### src/rtl/one_wire_pkg.sv
// Shared definitions for the 1-Wire ROM code path: widths, CRC-8 polynomial,
// transmitter state encoding and the single-bit CRC-8 update.
package one_wire_pkg;

    localparam int UID_SERIAL_DATA_WIDTH = 56;
    localparam int CRC_WIDTH             = 8;
    localparam int ROM_CODE_WIDTH        = UID_SERIAL_DATA_WIDTH + CRC_WIDTH;
    localparam logic [CRC_WIDTH-1:0] CRC_POLY_REFL = 8'h8C;

    localparam int CNT_WIDTH = $clog2((UID_SERIAL_DATA_WIDTH > CRC_WIDTH) ?
                                      UID_SERIAL_DATA_WIDTH : CRC_WIDTH);

    typedef enum logic [1:0] {
        IDLE      = 2'd0,
        SEND_DATA = 2'd1,
        SEND_CRC  = 2'd2
    } ow_state_e;

    // Dallas/Maxim CRC-8, LSB-first: feedback is the outgoing CRC bit xor the data bit.
    function automatic logic [CRC_WIDTH-1:0] crc8_step(input logic [CRC_WIDTH-1:0] crc,
                                                       input logic data_bit);
        logic [CRC_WIDTH-1:0] shifted;
        shifted = crc >> 1;
        if (crc[0] ^ data_bit) begin
            crc8_step = shifted ^ CRC_POLY_REFL;
        end else begin
            crc8_step = shifted;
        end
    endfunction

endpackage

### src/rtl/one_wire_crc8_step.sv
// Combinational one-bit CRC-8 update, shared by the ROM transmitter and the
// receive-side CRC checker.
module one_wire_crc8_step
    import one_wire_pkg::*;
(
    input  logic [CRC_WIDTH-1:0] crc,
    input  logic                 data_bit,
    output logic [CRC_WIDTH-1:0] crc_next
);

    assign crc_next = crc8_step(crc, data_bit);

endmodule

### src/rtl/one_wire_rom_tx.sv
// 1-Wire responder ROM code serializer: 56 payload bits LSB-first followed by
// the on-the-fly CRC-8, one bit per valid/ready handshake.
module one_wire_rom_tx
    import one_wire_pkg::*;
(
    input  logic                  clk,
    input  logic                  rst_n,
    input  logic                  start_tx,
    input  logic                  abort,
    input  logic [7:0]            family_code,
    input  logic [47:0]           serial_num,
    input  logic                  tx_ready,
    output logic                  tx_bit,
    output logic                  tx_valid,
    output logic                  busy,
    output logic                  tx_done,
    output logic [CRC_WIDTH-1:0]  crc_out
);

    ow_state_e                        state_r, state_s;
    logic [UID_SERIAL_DATA_WIDTH-1:0] shift_r, shift_s;
    logic [CRC_WIDTH-1:0]             crc_r, crc_s;
    logic [CRC_WIDTH-1:0]             crc_tx_r, crc_tx_s;
    logic [CRC_WIDTH-1:0]             crc_step_s;
    logic [CNT_WIDTH-1:0]             cnt_r, cnt_s;
    logic                             active_r, active_s;
    logic                             bit_r, bit_s;
    logic                             done_r, done_s;
    logic                             handshake_s;

    one_wire_crc8_step u_crc8_step (
        .crc      (crc_r),
        .data_bit (shift_r[0]),
        .crc_next (crc_step_s)
    );

    assign handshake_s = active_r & tx_ready;

    // Next-state and datapath update; abort overrides every handshake and start request.
    always_comb begin
        state_s  = state_r;
        shift_s  = shift_r;
        crc_s    = crc_r;
        crc_tx_s = crc_tx_r;
        cnt_s    = cnt_r;
        done_s   = 1'b0;
        if (abort) begin
            state_s = IDLE;
        end else begin
            case (state_r)
                IDLE: begin
                    if (start_tx) begin
                        state_s = SEND_DATA;
                        shift_s = {serial_num, family_code};
                        crc_s   = {CRC_WIDTH{1'b0}};
                        cnt_s   = CNT_WIDTH'(UID_SERIAL_DATA_WIDTH - 1);
                    end else begin
                        state_s = IDLE;
                    end
                end
                SEND_DATA: begin
                    if (handshake_s) begin
                        crc_s   = crc_step_s;
                        shift_s = shift_r >> 1;
                        if (cnt_r == {CNT_WIDTH{1'b0}}) begin
                            // crc_r keeps the final value for crc_out; crc_tx is the copy shifted out
                            state_s  = SEND_CRC;
                            crc_tx_s = crc_step_s;
                            cnt_s    = CNT_WIDTH'(CRC_WIDTH - 1);
                        end else begin
                            cnt_s = cnt_r - CNT_WIDTH'(1);
                        end
                    end else begin
                        state_s = SEND_DATA;
                    end
                end
                SEND_CRC: begin
                    if (handshake_s) begin
                        crc_tx_s = crc_tx_r >> 1;
                        if (cnt_r == {CNT_WIDTH{1'b0}}) begin
                            state_s = IDLE;
                            done_s  = 1'b1;
                        end else begin
                            cnt_s = cnt_r - CNT_WIDTH'(1);
                        end
                    end else begin
                        state_s = SEND_CRC;
                    end
                end
                default: begin
                    state_s = IDLE;
                end
            endcase
        end
    end

    // Output bit and valid are precomputed from next state so all outputs come straight from flops.
    always_comb begin
        active_s = 1'b0;
        bit_s    = 1'b0;
        case (state_s)
            SEND_DATA: begin
                active_s = 1'b1;
                bit_s    = shift_s[0];
            end
            SEND_CRC: begin
                active_s = 1'b1;
                bit_s    = crc_tx_s[0];
            end
            default: begin
                active_s = 1'b0;
                bit_s    = 1'b0;
            end
        endcase
    end

    // State and datapath registers.
    always_ff @(posedge clk or negedge rst_n) begin
        if (!rst_n) begin
            state_r  <= IDLE;
            shift_r  <= {UID_SERIAL_DATA_WIDTH{1'b0}};
            crc_r    <= {CRC_WIDTH{1'b0}};
            crc_tx_r <= {CRC_WIDTH{1'b0}};
            cnt_r    <= {CNT_WIDTH{1'b0}};
            active_r <= 1'b0;
            bit_r    <= 1'b0;
            done_r   <= 1'b0;
        end else begin
            state_r  <= state_s;
            shift_r  <= shift_s;
            crc_r    <= crc_s;
            crc_tx_r <= crc_tx_s;
            cnt_r    <= cnt_s;
            active_r <= active_s;
            bit_r    <= bit_s;
            done_r   <= done_s;
        end
    end

    assign tx_bit   = bit_r;
    assign tx_valid = active_r;
    assign busy     = active_r;
    assign tx_done  = done_r;
    assign crc_out  = crc_r;

endmodule

### config.mk
export PLATFORM = sky130hd
export DESIGN_NAME = one_wire_rom_tx
export DESIGN_NICKNAME = d
export VERILOG_FILES = /design/src/rtl/one_wire_pkg.sv /design/src/rtl/one_wire_crc8_step.sv /design/src/rtl/one_wire_rom_tx.sv
export SDC_FILE = /design/constraint.sdc
export NUM_CORES = 1
export LEC_CHECK = 0
export CAP_MARGIN = 40
export CORE_ASPECT_RATIO = 0.7
export CORE_UTILIZATION = 40
export DETAILED_ROUTE_END_ITERATION = 7
export PLACE_DENSITY_LB_ADDON = 0.25
export SLEW_MARGIN = 30
export SYNTH_ARGS = -nofsm -noshare
export SYNTH_HDL_FRONTEND = slang
export SYNTH_SLANG_ARGS = --single-unit
export TNS_END_PERCENT = 20
### constraint.sdc
create_clock -name clk -period 4.4 [get_ports clk]
set_input_delay 0.88 -clock clk [delete_from_list [all_inputs] [get_ports clk]]
set_output_delay 0.88 -clock clk [all_outputs]
set_load 0.02 [all_outputs]
==> out/metrics.yaml, run 1 <==
status:
  status: "completed"
clock_tree:
  cts_hold_buf: 0
  cts.sinks: 83
  clk_pin_slew_worst_paths_ns: 0.06
  ctsLongestPathBuffers: 2
  htreeDepth: 3
  cts_tree: "done"
  root_buffer: "clkbuf_16"
  cts_buffers: 9
  cts_setup_buffers: 0
  clk_latency_ns: 0.34
  cts_resized: 0
timing:
  min_period_ns: 2.788
  finalSetupViolCount: 0
  timing.final.ws_setup_ns: 1.612
  post-route-period-util_pct: 63.37
  hold_viol: 0
  finalMaxSlewViolations: 0
  rsz0062_at_grt: "no"
  final.setup.tns_ns: 0
  relSlewSlack_pct: 52.11
  clock.fmax_ghz: 0.3587
  worstMarginPinSlew_ns: 0.7184
  fin_skew_ns: 0.006878
logic_synthesis:
  synth_area_um2: 3990
  yosysWarningCount: 0
  ys_ff_latch: 83
  syn_inst: 416
  synth_cell_type_count: 50
  synth_edf_count: 0
  synth_ff_type: "dfrtp_1"
  async_reset_ff_share_pct: 100.0
  syn_nets: 484
  syn_area_per_cell_um2: 9.592
  ys_seq_area_share_pct: 52.05
worst_setup_path:
  critPathArrivalTime_ns: 3.06
  worstSetupPathType: "in2reg"
  required_ns: 4.67
  end_kind: "register"
  startpoint_type: "input pin"
  critPathMaxFanout: 55
layout:
  final_core_util_pct: 53.00
  area_growth_pct: 28.63
  ff_latch_area_um2: 2077
  final_area_um2: 5132
  layout.nets: 538
  instances_no_fill: 603
  multi_input_area_um2: 1732
  fillers: 911
  layout-drive-gt1-share_pct: 7.368
  antenna_cells: 0
floorplanning:
  fp.dieH_um: 85.56
  io_pins: 73
  start_util_pct: 41.20
  die_x_um: 121.4
  rows: 30
  coreArea_um2: 9684
  fp.dieArea_um2: 10380
global_route:
  top_usage_layer: "met1"
  grt.met1_usage_pct: 27.97
  grt_pass1_wl_um: 15070
  grt_use_total_pct: 18.75
  grt_max_degree: 65
  antenna_found_initial: 0
  grt_util_met2_pct: 25.72
  use_met3_pct: 6.117
  grt_overflow: 0
  grt_pass1_vias: 3006
power_and_ir_drop:
  p_leak_uw: 0.002145
  ir_drop_mv: 0.2850
  p_per_area_nw_per_um2: 471.1
detailed_routing:
  routed_wl_um: 8984
  num_vias: 3276
  drt_iter0_markers: 235
  dr.pass1.iters: 4
  via_per_inst: 5.433
  drc: 0
  ant_nets: 0
  detail_route.wl_per_cell_um: 14.90
place:
  portBuffers: 72
  dp.cells: 587
  postPlaceCellArea_um2: 4782
  post-place-ws_ns: 1.257
  gp_congestion: 0.7657
  dp_hpwl_um: 6044
min_path:
  hold_path_class: "reg2reg"
job:
  maxCapViolations: 0
## cells by family (layout without fill, tap and decap cells)
family	Yosys count	after routing	synth area share (%)
AOI/OAI and AO/OA	151	151	24.58
muxes	5	5	1.380
buffers and inverters	46	105	4.829
xor gates and xnor gates	3	3	0.6586
adders and majority gates	7	7	2.195
and+or+nand+nor	121	121	14.30
DFF	83	83	52.05
## report_power, final
group | leakage, uW | internal (uW) | total, uW | switching (uW)
logic | 0.000983 | 219 | 466 | 247
clock network | 0.000169 | 571 | 874 | 304
registers | 0.000994 | 956 | 1080 | 122
## final cells by class
type                       count  share of cell area, %
multi-input combinational    287                  33.74
clock buffer                  10                  4.656
clock inverter                 6                  2.170
timing repair buffer          77                  14.97
inverter                      12                 0.8776
sequential                    83                  40.47
tap                          128                  3.120
## synth_stat cells (2+ instances only)
master	number	area share, %
o221ai_1	2	0.44
xor2_1	3	0.66
ha_1	7	2.2
nand3_1	5	0.63
o21ai_0	10	1.3
clkbuf_1	20	1.9
mux2_2	3	0.85
a21oi_1	60	7.5
buf_1	5	0.47
a21boi_0	2	0.38
nand2b_1	4	0.63
a32o_1	2	0.50
nor3_1	4	0.50
nand2_1	24	2.3
inv_1	12	1.1
nor2b_1	3	0.47
a22oi_1	55	10
and2_1	3	0.47
buf_2	7	0.88
dfrtp_1	83	52
nand4b_1	3	0.66
a22o_1	6	1.3
a21o_1	2	0.38
and3_1	2	0.31
nor2_1	64	6.0
## per-stage QoR
stage                     hold slack (ns)  power [uW]
final                              0.4909        2418
after CTS                          0.4941        2439
after global routing               0.5127        2561
after detailed placement           0.4798        1557
after floorplan                    0.4487        1377
after global placement             0.4690        1529
## state kept, by name, summed over array words and instances (netlist names)
name and cells:
busy 1, tx_done 1, shift_r 56, tx_bit 1
cnt_r 6, crc_tx_r 8, state_r 2, crc_out 8
## worst max-delay path, cell delays in order
cell and delay [ns]:
clkdlybuf4s50_1 0.51, nand2_1 0.30, nor2_4 0.21, buf_4 0.50, a22oi_1 0.21, o2bb2ai_1 0.25, a32o_1 0.19
## cells in the final DEF, fill, tap and decap left out, drive strengths merged, types with 6 or more instances in the layout
cell            n
dfrtp          83
a22oi          55
nand2          24
nor2           65
buf             6
o21ai          11
nor3            6
a21oi          61
clkdlybuf4s50  71
ha              7
inv            13
a22o            6
clkbuf         10
## routing by layer
metal | vias to the layer above | share of wire [%]
met5 | - | 0
met3 | 10 | 6.6
met4 | 0 | 1.1
met2 | 78 | 43
met1 | 1589 | 49
li1 | 1599 | -
## final timing paths
path                                         start                      end  slack [ns]  cells past startpoint
max                                       tx_ready         tx_bit$_DFF_PN0_        1.61                      7
min                        crc_tx_r[3]$_DFFE_PN0P_  crc_tx_r[3]$_DFFE_PN0P_        0.49                      1
max reg2reg                   state_r[1]$_DFF_PN0_         tx_bit$_DFF_PN0_        1.65                      8
min reg2reg                crc_tx_r[3]$_DFFE_PN0P_  crc_tx_r[3]$_DFFE_PN0P_        0.49                      1
max in group asynchronous                    rst_n   shift_r[5]$_DFFE_PN0P_        2.96                      2
min in group asynchronous                    rst_n  shift_r[16]$_DFFE_PN0P_        0.55                      1
(Power assumes the default switching activity.)
==> run 2, diff against run 1 <==
- clock period: 4.4 -> 2.5 ns (I/O delays scaled with it)
==> out/metrics.yaml, run 2 (synthesis gave the netlist of run 1 again) <==
status:
  status: "completed"
job:
  maxCapViolations: 0  # unchanged
global_route:
  grt_use_total_pct: 19.34  # +0.59 points
  use_met3_pct: 6.516  # +0.40 points
  antenna_found_initial: 0  # unchanged
  grt.met1_usage_pct: 27.35  # -0.61 points
  grt_pass1_vias: 3151  # +4.8%
  grt_overflow: 0  # unchanged
  top_usage_layer: "met2"
  grt_pass1_wl_um: 15540  # +3.1%
  grt_max_degree: 57  # -12%
  grt_util_met2_pct: 28.20  # +2.5 points
worst_setup_path:
  cpMaxStageDelayCell: "or4b_4"
  required_ns: 2.77  # -1.90 ns
  critPathArrivalTime_ns: 2.66  # -0.40 ns
  slowest_delay_ns: 0.49  # -0.02 ns
  critPathMaxFanout: 4  # -93%
  crit_chain: "inv_1, ha_2, or4b_4, or2_4, a21oi_1, nor2_1, o21ai_1, ha_4, nor2b_1, a32o_1"
  startpoint_type: "register"
  worstSetupPathType: "reg2reg"
  end_kind: "register"
clock_tree:
  cts_tree: "done"
  cts_hold_buf: 0  # unchanged
  ctsLongestPathBuffers: 2  # unchanged
  root_buffer: "clkbuf_16"
  clk_pin_slew_worst_paths_ns: 0.06  # about the same
  htreeDepth: 3  # unchanged
  clk_latency_ns: 0.34  # about the same
  cts_buffers: 9  # unchanged
  cts.sinks: 83  # unchanged
detailed_routing:
  detail_route.wl_per_cell_um: 14.99  # +0.62%
  num_vias: 3314  # +1.2%
  drc: 0  # unchanged
  drt_iter0_markers: 275  # +17%
  routed_wl_um: 9235  # +2.8%
  dr.pass1.iters: 4  # unchanged
  ant_nets: 0  # unchanged
  via_per_inst: 5.380  # -0.97%
floorplanning:
  start_util_pct: 41.20  # unchanged
  fp.dieH_um: 85.56  # unchanged
  die_x_um: 121.4  # unchanged
  coreArea_um2: 9684  # unchanged
  fp.dieArea_um2: 10380  # unchanged
  rows: 30  # unchanged
  io_pins: 73  # unchanged
timing:
  relSlewSlack_pct: 69.44  # +17 points
  min_period_ns: 2.384
  hold_viol: 0  # unchanged
  clock.fmax_ghz: 0.4194
  finalSetupViolCount: 0  # unchanged
  fin_skew_ns: 0.004525  # -0.002353 ns
  finalMaxSlewViolations: 0  # unchanged
  post-route-period-util_pct: 95.37
  worstMarginPinSlew_ns: 0.4583  # -0.2600 ns
place:
  dp_hpwl_um: 6134  # +1.5%
  gp_congestion: 0.8229  # +7.5%
  portBuffers: 72  # unchanged
  postPlaceCellArea_um2: 4925  # +3.0%
layout:
  mostFrequentLayoutCells: "83 x dfrtp_1, 71 x clkdlybuf4s50_1, 63 x nor2_1, 60 x a21oi_1, 55 x a22oi_1"
  regMostFlops: "shift_r"
  layout.nets: 551  # +2.4%
  antenna_cells: 0  # unchanged
  largest_register_ff_count: 56  # unchanged
  final_area_um2: 5284  # +2.9%
  final_common_cell: "dfrtp_1"
  layout-drive-gt1-share_pct: 9.836  # +2.5 points
  area_growth_pct: 32.42
min_path:
  hold_path_class: "in2async"
power_and_ir_drop:
  finalPower_uw: 4182  # +73%
  p_leak_uw: 0.002202  # +2.6%
  ir_drop_mv: 0.3351  # +18%
  p_per_area_nw_per_um2: 791.5  # +68%
[run 2: changes by cell type in the layout (fill, tap and decap cells not counted), sizes merged]
cell	previous run	this run
buf	6	19
clkbuf	10	12
bufinv	3	2
clkinv	1	0
clkinvlp	1	2
inv	13	12
[run 2: final cells by class]
| type | count | area [um2] |
|---|---|---|
| multi-input cells | 287 | 1749 |
| repair buffers | 90 | 940.9 |
| flip-flops and latches | 83 | 2077 |
| clock buffers | 12 | 236.5 |
| inverters | 12 | 45.04 |
| clock inverters | 4 | 75.07 |
| fillers | 868 | 4400 |
| well taps | 128 | 160.2 |
[run 2: repair_timing]
item | in CTS | in global routing
resized for setup | 0 | 4
setup buffers | 0 | 4
endpoints found under the setup margin | 0 | 1
[run 2: worst max-delay path: cells and delay by family (launching register included)]
| family | cells | cell delay, ns |
|---|---|---|
| buffers and inverters | 1 | 0.07 |
| and+or+nand+nor | 4 | 0.95 |
| adders and majority gates | 2 | 0.42 |
| DFF | 1 | 0.40 |
| AOI/OAI and AO/OA | 3 | 0.48 |
[run 2: where the power goes]
| group | switching [uW] | internal, uW |
|---|---|---|
| clock | 520 | 876 |
| sequential | 216 | 1680 |
| combinational | 449 | 438 |
| total | 1190 | 3000 |
[run 2: final timing paths]
path                                               from                 endpoint  slack (ns)  depth (start not counted)
worst max register to register     cnt_r[0]$_DFFE_PN0P_         tx_bit$_DFF_PN0_        0.12                         10
worst max-delay path               cnt_r[0]$_DFFE_PN0P_         tx_bit$_DFF_PN0_        0.12                         10
min in group clk                crc_tx_r[3]$_DFFE_PN0P_  crc_tx_r[3]$_DFFE_PN0P_        0.49                          1
max in group asynchronous                         rst_n  shift_r[49]$_DFFE_PN0P_        1.77                          2
worst min-delay path                              rst_n  shift_r[15]$_DFFE_PN0P_        0.10                          1
worst min register to register  crc_tx_r[3]$_DFFE_PN0P_  crc_tx_r[3]$_DFFE_PN0P_        0.49                          1
[run 2: metrics by stage]
step / TNS (ns) / utilization [%] / hold WS [ns] / setup WS, ns / instances
after detailed placement: 0 / 50.85 / 0.4741 / 0.06835 / 596
after global placement: 0 / 50.85 / 0.4673 / 0.1274 / 596
final: 0 / 54.56 / 0.1024 / 0.1158 / 616
after floorplan: 0 / - / 0.2044 / 0.1103 / 416
after CTS: 0 / 54.07 / 0.1113 / 0.06520 / 612
after global routing: -0.008695 / 54.56 / 0.1250 / -0.008695 / 616
[run 2: layer usage]
layer  vias to the layer above  share of wire (%)
met5                         -                  0
met4                         0                1.2
met3                         8                6.5
met2                        81                 44
met1                      1600                 48
li1                       1625                  -
==> edit (settings of run 1) <==
Reset style: synchronous (`rst_n`), changed in one clocked block.
--- a/src/rtl/one_wire_rom_tx.sv
+++ b/src/rtl/one_wire_rom_tx.sv
@@ -115,7 +115,7 @@
     end
 
     // State and datapath registers.
-    always_ff @(posedge clk or negedge rst_n) begin
+    always_ff @(posedge clk) begin
         if (!rst_n) begin
             state_r  <= IDLE;
             shift_r  <= {UID_SERIAL_DATA_WIDTH{1'b0}};
Formal check against the unedited RTL: differs if rst_n is asserted again (counterexample within 4 cycles, from zero or initial values and one cycle with rst_n low); with rst_n held inactive, the same outputs for 4 cycles.
==> edit against run 1 <==
  * Area after synthesis decreased by 6.6%
  * Worst setup slack improved by 0.046 ns
  * Routed wire length increased by 5.4%
  * Fmax increased by 1.7%
  * Sequential cell count unchanged
  * Power decreased by 19%
  * Final area decreased by 5.5%
  * Critical path depth decreased by 1
  * Highest routed layer unchanged
==> edit: results (changes against run 1) <==
Route
  – Total iterations of the first detailed-routing run: 5 (+1)
  – Drt initial violations: 318 (+35%)
  – Detail-routed via count per cell: 5.598 (+3.0%)
  – Post-Route WL: 9.470 mm (+5.4%)

Layout
  – Final Non-Filler Cells: 620 (+2.8%)
  – Fraction of final layout cells sized beyond drive strength 1: 7.258% (-0.11 points)
  – Final net count: 559 (+3.9%)
  – Multi-input gate area: 1874 sq um (+8.2%)
  – Fillers: 843 (-7.5%)

Place
  – RePlAce Congestion: 0.8204 (+7.1%)
  – DP Worst Slack: 1.382 ns (+0.1248 ns)
  – Final HPWL DP: 6.012 mm (-0.54%)
  – Placed inst area: 4502 sq um (-5.9%)
  – Placed cells: 604 (+2.9%)

Synthesis
  – Post-synthesis adder-cell area fraction: 2.351% (+0.16 points)
  – Cells after Synth: 440 (+5.8%)
  – Syn nets: 508 (+5.0%)
  – Synth Area in Compound Gates: 23.04% (-1.5 points)
  – Post-Synth XOR/XNOR Area: 0.9402% (+0.28 points)
  – Synth unique cells: 51 (+2.0%)
  – Post-synth top cells: dfxtp_1, nor2_1, a221oi_1
  – Ys async rst share: 0% (-100 points)
  – Post-synthesis sequential area ratio: 44.59% (-7.5 points)
  – Multiplexer share of the synthesized area: 0.2686% (-1.1 points)

Critical path
  – Nature of the critical path startpoint: flop
  – Max stage delay on crit path: 0.66 ns (+0.15 ns)
  – Critical Path AT: 2.93 ns (-0.13 ns)
  – Worst-path fanout max: 64 (+16%)
  – CP top delay family: simple AND/OR/NAND/NOR gates
  – Critical path's slowest cell: ha_1
  – Reg2reg start: state_r[1]$_SDFF_PN0_

Timing
  – Tcrit/Tclk final: 62.32% (-1.0 points)
  – Worst Skew: 0.006172 ns (-0.0007064 ns)
  – Setup TNS: 0 ns (unchanged)

Power and ir drop
  – Switching share of power: 24.00% (-3.8 points)
  – Clk. pwr: 879 uW (+0.6%)
  – Sequential Power Share: 42.2% (-2.4 points)
  – Worst VDD drop: 178.2 uV (-37%)
  – P per Cell Area: 405.0 nW/um^2 (-14%)
  – Lkg Pwr: 0.001733 uW (-19%)

Global route
  – Gr usage total: 19.88% (+1.1 points)

Outcome
  – Status: finished, final reports clean

Worst hold path
  – Min-delay src: shift_r[55]$_SDFFE_PN0P_
edit: cell types whose count changed in the layout (fill, tap and decap cells not counted), sizes merged, moves of 3 or more:
cell	before	now
dfxtp	0	83
o21ai	11	18
dfrtp	83	0
a22oi	55	1
nor2	65	71
mux2	4	0
a221oi	0	60
nand4b	3	0
xnor2	0	3
nand3	5	12
nand2	24	19
nor3	6	59
a21oi	61	20
a22o	6	0
edit: logic make-up after synthesis:
| family | Yosys count |
|---|---|
| and+or+nand+nor | 182 |
| AOI/OAI and AO/OA | 114 |
| DFF | 83 |
| buffers and inverters | 49 |
| adders and majority gates | 7 |
| xor gates and xnor gates | 4 |
| muxes | 1 |
edit: worst min path at each step:
| stage | slack [ns] | depth (start not counted) | endpoint |
|---|---|---|---|
| finish | 0.45 | 2 | shift_r[55]$_SDFFE_PN0P_ |
| global route | 0.48 | 2 | shift_r[55]$_SDFFE_PN0P_ |
| CTS | 0.46 | 2 | shift_r[55]$_SDFFE_PN0P_ |
| detailed placement | 0.45 | 2 | shift_r[55]$_SDFFE_PN0P_ |
| global placement | 0.44 | 2 | crc_tx_r[7]$_SDFFE_PN0P_ |
| floorplan | 0.43 | 2 | shift_r[55]$_SDFFE_PN0P_ |
edit: cell type report:
type / instances / area share (%)
tap: 124 / 3.198
multi-input combinational: 308 / 38.63
clock buffer: 11 / 5.003
sequential: 83 / 34.24
timing repair buffer: 79 / 15.94
clock inverter: 5 / 2.218
inverter: 10 / 0.7736
edit: per-layer routing:
layer / track usage (%) / vias to the layer above / part of all wire (%)
met5: 0 / - / 0
met4: 6.623 / 0 / 1.7
met3: 6.456 / 14 / 5.9
met2: 28.99 / 97 / 41
met1: 27.47 / 1622 / 51
li1: - / 1738 / -
